File: src/rtl/cu_read_command_arbiter_pkg.sv
// Shared CU read-command definitions: command/response line formats, buffer
// status, arbiter state encoding and tag-pool sizing defaults.
package cu_read_command_arbiter_pkg;

  localparam int CU_TAG_WIDTH       = 8;
  localparam int CU_MAX_OUTSTANDING = 32;

  typedef enum logic [1:0] {
    ARB_DISABLED = 2'd0,
    ARB_RUN      = 2'd1,
    ARB_DRAIN    = 2'd2
  } arbiter_state_t;

  typedef logic [$clog2(CU_MAX_OUTSTANDING+1)-1:0] tag_count_t;

  typedef struct packed {
    logic                    valid;
    logic [7:0]              cmd_code;
    logic [31:0]             address;
    logic [11:0]             size;
    logic [CU_TAG_WIDTH-1:0] tag;
  } command_buffer_line_t;

  typedef struct packed {
    logic                    valid;
    logic [CU_TAG_WIDTH-1:0] tag;
  } response_buffer_line_t;

  typedef struct packed {
    logic alfull;
  } buffer_status_t;

endpackage

File: src/rtl/cu_round_robin_arbiter.sv
// Generic round-robin arbiter: one-hot combinational grant, search starting at
// a pointer that advances past the winner only when a grant is made.
module cu_round_robin_arbiter #(
  parameter int NUM_REQUESTERS = 3
) (
  input  logic                      clock,
  input  logic                      rstn,
  input  logic                      enable,
  input  logic [NUM_REQUESTERS-1:0] request,
  output logic [NUM_REQUESTERS-1:0] grant
);

  localparam int PTR_W = (NUM_REQUESTERS > 1) ? $clog2(NUM_REQUESTERS) : 1;

  logic [PTR_W-1:0] rr_ptr;
  logic [PTR_W-1:0] grant_idx;
  logic             found;
  int               idx;

  always_comb begin
    grant     = '0;
    grant_idx = '0;
    found     = 1'b0;
    idx       = 0;
    if (enable) begin
      for (int k = 0; k < NUM_REQUESTERS; k++) begin
        idx = (int'(rr_ptr) + k) % NUM_REQUESTERS;
        if (!found && request[idx]) begin
          found      = 1'b1;
          grant[idx] = 1'b1;
          grant_idx  = PTR_W'(idx);
        end
      end
    end
  end

  always_ff @(posedge clock or posedge rstn) begin
    if (rstn) begin
      rr_ptr <= '0;
    end else if (found) begin
      rr_ptr <= (int'(grant_idx) == NUM_REQUESTERS - 1) ? '0 : grant_idx + PTR_W'(1);
    end
  end

endmodule

File: src/rtl/cu_read_command_arbiter.sv
// Shares the CAPI read command buffer among CU request sources, stamping each
// issued command with the lowest free tag and tracking reads until they return.
module cu_read_command_arbiter
  import cu_read_command_arbiter_pkg::*;
#(
  parameter int NUM_REQUESTERS  = 3,
  parameter int MAX_OUTSTANDING = CU_MAX_OUTSTANDING,
  parameter int TAG_WIDTH       = CU_TAG_WIDTH
) (
  input  logic                                 clock,
  input  logic                                 rstn,
  input  logic                                 enabled,
  input  command_buffer_line_t                 command_request_in [NUM_REQUESTERS],
  output logic [NUM_REQUESTERS-1:0]            command_grant_out,
  input  response_buffer_line_t                read_response_in,
  input  buffer_status_t                       command_buffer_status,
  output command_buffer_line_t                 command_out,
  output logic [$clog2(MAX_OUTSTANDING+1)-1:0] outstanding_count_out,
  output logic                                 idle_out,
  output logic                                 tag_error_out
);

  localparam int CNT_W = $clog2(MAX_OUTSTANDING + 1);
  localparam int IDX_W = (MAX_OUTSTANDING > 1) ? $clog2(MAX_OUTSTANDING) : 1;

  arbiter_state_t             state;
  arbiter_state_t             state_next;
  logic [MAX_OUTSTANDING-1:0] in_use;
  logic [CNT_W-1:0]           count;
  logic [NUM_REQUESTERS-1:0]  request_vec;
  logic [IDX_W-1:0]           alloc_idx;
  logic [TAG_WIDTH-1:0]       alloc_tag;
  logic                       pool_free;
  logic                       issue_enable;
  logic                       issue;
  command_buffer_line_t       granted_cmd;
  logic [IDX_W-1:0]           rsp_idx;
  logic                       rsp_in_range;
  logic                       release_ok;
  logic                       tag_bad;

  always_comb begin
    request_vec = '0;
    for (int i = 0; i < NUM_REQUESTERS; i++) begin
      request_vec[i] = command_request_in[i].valid;
    end
  end

  // Lowest-index free tag; allocation sees the bitmap before this cycle's release.
  always_comb begin
    alloc_idx = '0;
    for (int i = MAX_OUTSTANDING - 1; i >= 0; i--) begin
      if (!in_use[i]) begin
        alloc_idx = IDX_W'(i);
      end
    end
  end

  assign alloc_tag    = TAG_WIDTH'(alloc_idx);
  assign pool_free    = ~&in_use;
  assign issue_enable = (state == ARB_RUN) && !command_buffer_status.alfull && pool_free;

  cu_round_robin_arbiter #(
    .NUM_REQUESTERS(NUM_REQUESTERS)
  ) u_rr_arbiter (
    .clock  (clock),
    .rstn   (rstn),
    .enable (issue_enable),
    .request(request_vec),
    .grant  (command_grant_out)
  );

  assign issue = |command_grant_out;

  always_comb begin
    granted_cmd = '0;
    for (int i = 0; i < NUM_REQUESTERS; i++) begin
      if (command_grant_out[i]) begin
        granted_cmd = command_request_in[i];
      end
    end
  end

  assign rsp_idx      = IDX_W'(read_response_in.tag);
  assign rsp_in_range = int'(read_response_in.tag) < MAX_OUTSTANDING;
  assign release_ok   = read_response_in.valid && rsp_in_range && in_use[rsp_idx];
  assign tag_bad      = read_response_in.valid && !release_ok;

  always_comb begin
    state_next = state;
    unique case (state)
      ARB_DISABLED: if (enabled) state_next = ARB_RUN;
      ARB_RUN:      if (!enabled) state_next = ARB_DRAIN;
      ARB_DRAIN: begin
        if (enabled)           state_next = ARB_RUN;
        else if (count == '0)  state_next = ARB_DISABLED;
      end
      default:                 state_next = ARB_DISABLED;
    endcase
  end

  // Release and allocate always touch different bits, so both apply in one edge.
  always_ff @(posedge clock or posedge rstn) begin
    if (rstn) begin
      state         <= ARB_DISABLED;
      in_use        <= '0;
      count         <= '0;
      command_out   <= '0;
      tag_error_out <= 1'b0;
    end else begin
      state <= state_next;
      if (release_ok) in_use[rsp_idx]   <= 1'b0;
      if (issue)      in_use[alloc_idx] <= 1'b1;
      unique case ({issue, release_ok})
        2'b10:   count <= count + CNT_W'(1);
        2'b01:   count <= count - CNT_W'(1);
        default: count <= count;
      endcase
      if (tag_bad) tag_error_out <= 1'b1;
      if (issue) begin
        command_out       <= granted_cmd;
        command_out.valid <= 1'b1;
        command_out.tag   <= CU_TAG_WIDTH'(alloc_tag);
      end else begin
        command_out <= '0;
      end
    end
  end

  assign outstanding_count_out = count;
  assign idle_out              = (state == ARB_DISABLED) && (count == '0);

endmodule

File: config.mk
export PLATFORM = sky130hd
export DESIGN_NAME = cu_read_command_arbiter
export DESIGN_NICKNAME = d
export VERILOG_FILES = /design/src/rtl/cu_read_command_arbiter_pkg.sv /design/src/rtl/cu_round_robin_arbiter.sv /design/src/rtl/cu_read_command_arbiter.sv
export SDC_FILE = /design/constraint.sdc
export NUM_CORES = 1
export LEC_CHECK = 0
export ABC_CLOCK_PERIOD_IN_PS = 6200
export BUFFER_PORTS_ARGS = -buffer_cell sky130_fd_sc_hd__buf_2
export CORE_MARGIN = 2
export CORE_UTILIZATION = 51
export DETAILED_ROUTE_END_ITERATION = 10
export PLACE_DENSITY = 0.88
export SETUP_SLACK_MARGIN = 0.2
export SLEW_MARGIN = 20
export SYNTH_ARGS = -nofsm -noshare
export SYNTH_HDL_FRONTEND = slang
export SYNTH_SLANG_ARGS = --single-unit
File: constraint.sdc
create_clock -name clock -period 6.2 [get_ports clock]
set_input_delay 0.31 -clock clock [delete_from_list [all_inputs] [get_ports clock]]
set_output_delay 0.31 -clock clock [all_outputs]
set_load 0.01 [all_outputs]
# Yosys cells after proc, flatten, opt, wreduce, memory -nomap -nowiden
# Index checks and enable logic that the tools add are counted.
[word_totals] out_inout_bits=72 in_bits=196 ff_bits=104 elab_cells=148
[classes] addsub=5 n_mux=82 div=3 eq_ne=8 reduce_logical=24 n_bitwise=5 magnitude_cmp=11
[ops] operator="2-to-1 mux 60 bit" n=3
[ops] operator="2-to-1 mux 5 bit" n=32
[ops] operator=">= comparator 32 x 1 -> 1 bit, second input constant" n=3
[ops] operator="< comparator 32 x 4 -> 1 bit, second input constant" n=3
[ops] operator="remainder unit 32 x 3 -> 32 bit, second input constant" n=2
[ops] operator="2-to-1 mux 32 bit" n=2
[ops] operator="2-to-1 mux 61 bit" n=1
[ops] operator="bitwise AND 32 bit" n=1
[ops] operator="remainder unit 3 x 3 -> 32 bit, second input constant" n=1
[ops] operator="NOT 32 bit" n=1
[ops] operator="bitwise OR 32 bit" n=1
[ops] operator="AND reduction 32 bit" n=1
[ops] operator="2-to-1 mux 1 bit" n=18
[ops] operator="2-to-1 mux 2 bit" n=9
[ops] operator="2-to-1 mux 3 bit" n=6
[ops] operator="logical AND 1 bit" n=13
[ops] operator="< comparator 5 x 6 -> 1 bit, second input constant" n=2
[ops] operator="case mux 6 bit (2 select lines)" n=1
[ops] operator="demux 1 bit (select 5 bit)" n=2
[ops] operator=">= comparator 5 x 1 -> 1 bit, second input constant" n=2
[ops] operator="< comparator 8 x 6 -> 1 bit, second input constant" n=1
[ops] operator="adder 6 x 1 -> 6 bit, second input constant" n=1
[ops] operator="binary-select mux 1 bit (select 2 bit)" n=3
[ops] operator="demux 1 bit (select 2 bit)" n=3
[ops] operator="other kinds (17)" n=26

# Depth between registers and ports, before layout
[logic_depth] ltp_word=38 depth_mapped=17 mapped_depth_nobuf=15

# Hierarchy
# From an unflattened synthesis, not the netlist that was laid out.
[unflattened] cells_unflattened=637 hier_area_um2=5850.6
[modules_own_cells] mod="cu_read_command_arbiter" instances=1 cells_per_inst=576 area_per_inst_um2=5367.6
[modules_own_cells] mod="cu_round_robin_arbiter" instances=1 cells_per_inst=61 area_per_inst_um2=483.0

# Worst setup path before layout
# No wires, ideal clock.
[synth_path] path_type="flip-flop to flip-flop" start="register u_rr_arbiter.rr_ptr[0]" end="register count[5], in the netlist outstanding_count_out[5]" t_required_ps=6057 setup_slack_ps=2529 arrival_ps=3528 path_stages_with_launch=17 setup_time_ps=143 path_buffers=2 cell_sequence="dfrtp_1 inv_1 ha_1 clkbuf_1 nor3b_1 a32oi_1 a21boi_0 or3_1 buf_2 o21ai_2 ha_1 ha_1 a21o_1 a21oi_1 o21bai_1 o311ai_0 xor2_1"
[synth_between] elab_chain_cells=17
[synth_lines] element="start: declaration" line_no="cu_round_robin_arbiter.sv:15" text="logic [PTR_W-1:0] rr_ptr;"
[synth_lines] element="start signal: assignment" line_no="cu_round_robin_arbiter.sv:41" text="rr_ptr <= (int'(grant_idx) == NUM_REQUESTERS - 1) ? '0 : grant_idx + PTR_W'(1);"
[synth_lines] element="parallel branches: the longest is 12 deep, another holds remainder unit 32 x 3 -> 32 bit"
[synth_lines] element="2-to-1 mux 3 bit *" line_no="cu_round_robin_arbiter.sv:28" text="if (!found && request[idx]) begin"
[synth_lines] element="2-to-1 mux 3 bit *" line_no="cu_round_robin_arbiter.sv:25" text="if (enable) begin"
[synth_lines] element="OR reduction 3 bit *" line_no="cu_read_command_arbiter.sv:73" text="assign issue = |command_grant_out;"
[synth_lines] element="== test 2 x 1 -> 1 bit or == test 2 bit (tied branches)" line_no="cu_read_command_arbiter.sv:114" text="unique case ({issue, release_ok})"
[synth_lines] element="case mux 6 bit (2 select lines) or nonzero test 2 bit (tied branches)"
[synth_lines] element="end signal: assignment" line_no="cu_read_command_arbiter.sv:115" text="2'b10: count <= count + CNT_W'(1);"
[synth_lines] element="end signal: assignment" line_no="cu_read_command_arbiter.sv:116" text="2'b01: count <= count - CNT_W'(1);"
[synth_lines] element="end signal: assignment" line_no="cu_read_command_arbiter.sv:117" text="default: count <= count;"
[synth_lines] element="end: declaration" line_no="cu_read_command_arbiter.sv:29" text="logic [CNT_W-1:0] count;"
# Every way passes the cells marked *. The select of a mux whose other input is x is not followed.
# A chain may end at the register's enable or synchronous reset.

# Final worst setup path
# Ends and elaborated chain as after synthesis.

==> flow_summary.ini <==
[run_status]
status = completed

[worst_setup_path]
critPathMaxFanout = 14
crit_slowest_cell = ha_1
path_buf_inv = 2
critPathLaunchType = register
r2r_cells = 14
crit_chain = inv_1 > ha_1 > inv_1 > a221oi_1 > o221a_2 > nand3_1 > o21ai_2 > ha_1 > ha_1 > a21o_1 > a21oi_1 > o21bai_1 > o311ai_0 > xor2_1
crit_type = reg2reg
worst-path-stages = 14
cp.arrival_ns = 4.59
critPathMaxStageDelay_ns = 0.46
r2r_slack_ns = 1.88
path_common_cell = ha_1
path_delay_family = compound AO/OA/AOI/OAI gates
worstPathRequired_ns = 6.47
worstSetupEndpointType = register

[run]
cap_violations = 0

[global_routing]
grt_pass1_wl_microns = 30500
grt_overflow = 0
grt_pass1_vias = 5941
track_usage = 0.314
grt_max_degree = 68
antenna_found_initial = 3

[sta]
fmax_ghz = 0.232
worst_slew_pin_slew_ns = 1.05
finalHoldViolCount = 0
maxSlewViolCount = 0
finalClockSkew_ns = 0.00953
rsz0062_at_grt = false
post-route-period-util = 0.697
slew_headroom = 0.300
finalCriticalPeriod_ns = 4.32
tns_ns = 0
hold_slack_ns = 0.109
setup_violations = 0

[floorplan]
io_pins = 268
die-area_sq_um = 12200
fp.dieH_microns = 110
rows = 38
die_w_microns = 110
core-area_sq_um = 10900
start_util = 0.529

[layout]
synthToLayoutAreaGrowth_pct = 26.2
post-route-util = 0.668
drive_gt1_frac = 0.352
final_cell_mix = buf_2 (240), dfrtp_1 (101), a21o_1 (55)
layout_commonest_cell = buf_2
final_cell_count_no_fill = 946
n_fill_cell = 898
num-nets-final = 1006

[cts]
clock_path_buffers = 2
cts_setup_buffers = 0
ctsResizeCount = 0
clk_latency_ns = 0.35
cts_made_buffers = 9
clk_pin_slew_ns = 0.07
cts_htree_levels = 3
cts-root-buf = clkbuf_16
hold_buffers = 1
cts_num_sinks = 101
cts_tree = built

[yosys]
synthAdderAreaFrac = 0.0247
async_reset_ff_frac = 1.00
muxShareOfSynthArea = 0.0292
ys_ff_latch = 101
synthSimpleGateAreaFrac = 0.131
synth_area_sq_um = 5780
synth_xor_area_frac = 0.00757
syn_avg_cell_area_sq_um = 9.95
yosysSeqAreaShare = 0.437
synth-compound-area-share = 0.317
synth_cell_type_count = 74
syn_inst = 581
synth_edf_count = 0
synth-main-ff-cell = dfrtp_1
synth_top_family_by_area = compound AO/OA/AOI/OAI gates
yosysWarnings = 0

[worst_hold_path]
holdCritPathClass = in2reg
hold_depth = 2

[placement]
place_congestion = 0.978
io_buffers = 240
hpwl_microns = 14500
dp_cells = 927

[power]
power_leakage_nw = 4.10
cellPowerDensity_nw_per_um2 = 324
irDropWorstVdd_mv = 0.276

[drt]
wl_per_cell_microns = 20.3
routed_wl_microns = 19200
drtAntennaViolNets = 0
drtIter0Drc = 537
viasPerCell = 6.19
firstDrtPassIters = 5
vias = 5854
drc = 0
[cell families after synthesis]
group | after synthesis
AOI/OAI and AO/OA | 248
xor gates and xnor gates | 5
adders and majority gates | 11
buffers and inverters | 62
DFF | 101
muxes | 13
other | 1
and+or+nand+nor | 140
[synthesized netlist by cell type, types with 3 or more instances]
| master | instances | area [sq um] |
|---|---|---|
| a211oi_1 | 3 | 22.5 |
| o31ai_1 | 26 | 195 |
| nor2b_1 | 7 | 43.8 |
| a21boi_0 | 3 | 22.5 |
| nand2_1 | 37 | 139 |
| o2111ai_1 | 3 | 26.3 |
| nor3_1 | 10 | 50.1 |
| mux4_2 | 3 | 67.6 |
| nor2_1 | 23 | 86.3 |
| buf_2 | 12 | 60.1 |
| buf_6 | 5 | 56.3 |
| mux2i_1 | 9 | 90.1 |
| ha_1 | 9 | 113 |
| xor2_1 | 3 | 26.3 |
| a21o_1 | 55 | 413 |
| clkbuf_1 | 14 | 52.6 |
| buf_4 | 6 | 45.0 |
| o21ai_0 | 37 | 185 |
| a22o_1 | 53 | 464 |
| nand2b_1 | 9 | 56.3 |
| nand3_1 | 13 | 65.1 |
| dfrtp_1 | 101 | 2530 |
| a21oi_1 | 15 | 75.1 |
| a31oi_1 | 6 | 37.5 |
| o21ai_1 | 3 | 15.0 |
| or2_2 | 6 | 37.5 |
| o22ai_1 | 8 | 50.1 |
| nand4_1 | 13 | 81.3 |
| o211ai_1 | 6 | 45.0 |
| inv_1 | 24 | 90.1 |
[state kept, by name, indices dropped and copies added (netlist names)]
| signal | cells |
|---|---|
| state | 2 |
| u_rr_arbiter.rr_ptr | 2 |
| in_use | 32 |
| outstanding_count_out | 6 |
| tag_error_out | 1 |
| command_out | 58 |
[per-stage QoR]
stage	total power, mW	setup slack (ns)	area, sq um
global placement	1.77	1.98	6980
global route	2.49	1.60	7300
finish	2.36	1.88	7300
detailed placement	1.81	1.81	6980
CTS	2.36	1.91	7280
floorplan	1.48	2.53	5790
[worst reg2reg max path, cell delays in order, from the launching register on]
cell,delay [ns]
dfrtp_1,0.40
inv_1,0.10
ha_1,0.46
inv_1,0.16
a221oi_1,0.34
o221a_2,0.27
nand3_1,0.33
o21ai_2,0.44
ha_1,0.34
ha_1,0.27
a21o_1,0.18
a21oi_1,0.23
o21bai_1,0.12
o311ai_0,0.40
xor2_1,0.19
[routing by layer]
metal / up-vias / wire [microns] / global-route usage
met5: - / 26 / 0
met4: 4 / 550 / 0.119
met3: 61 / 1850 / 0.102
met2: 303 / 9530 / 0.524
met1: 2835 / 7230 / 0.379
li1: 2651 / - / -
[power by group]
group          total (mW)  switching, mW  internal, mW
combinational       0.944          0.585         0.359
clock               0.547          0.267         0.280
sequential          0.871         0.0941         0.777
total                2.36          0.946          1.42
[layout make-up]
class                   instances  area [sq um]  share of cell area
diodes                          1          2.50            0.000343
clock buffers                  10           229              0.0314
clock inverters                 6          56.3             0.00771
inverters                      24          92.6              0.0127
multi-input cells             420          2970               0.407
flip-flops and latches        101          2530               0.346
well taps                     140           175              0.0240
repair buffers                244          1250               0.171
[final timing paths]
check | from | endpoint
worst max-delay path | u_rr_arbiter.rr_ptr[0] | outstanding_count_out[5]
worst min-delay path | enabled | state[1]
worst max register to register | u_rr_arbiter.rr_ptr[0] | outstanding_count_out[5]
worst min register to register | tag_error_out | tag_error_out
max in group asynchronous | rstn | outstanding_count_out[5]
min in group asynchronous | rstn | command_out[18]
(Power assumes the default switching activity.)
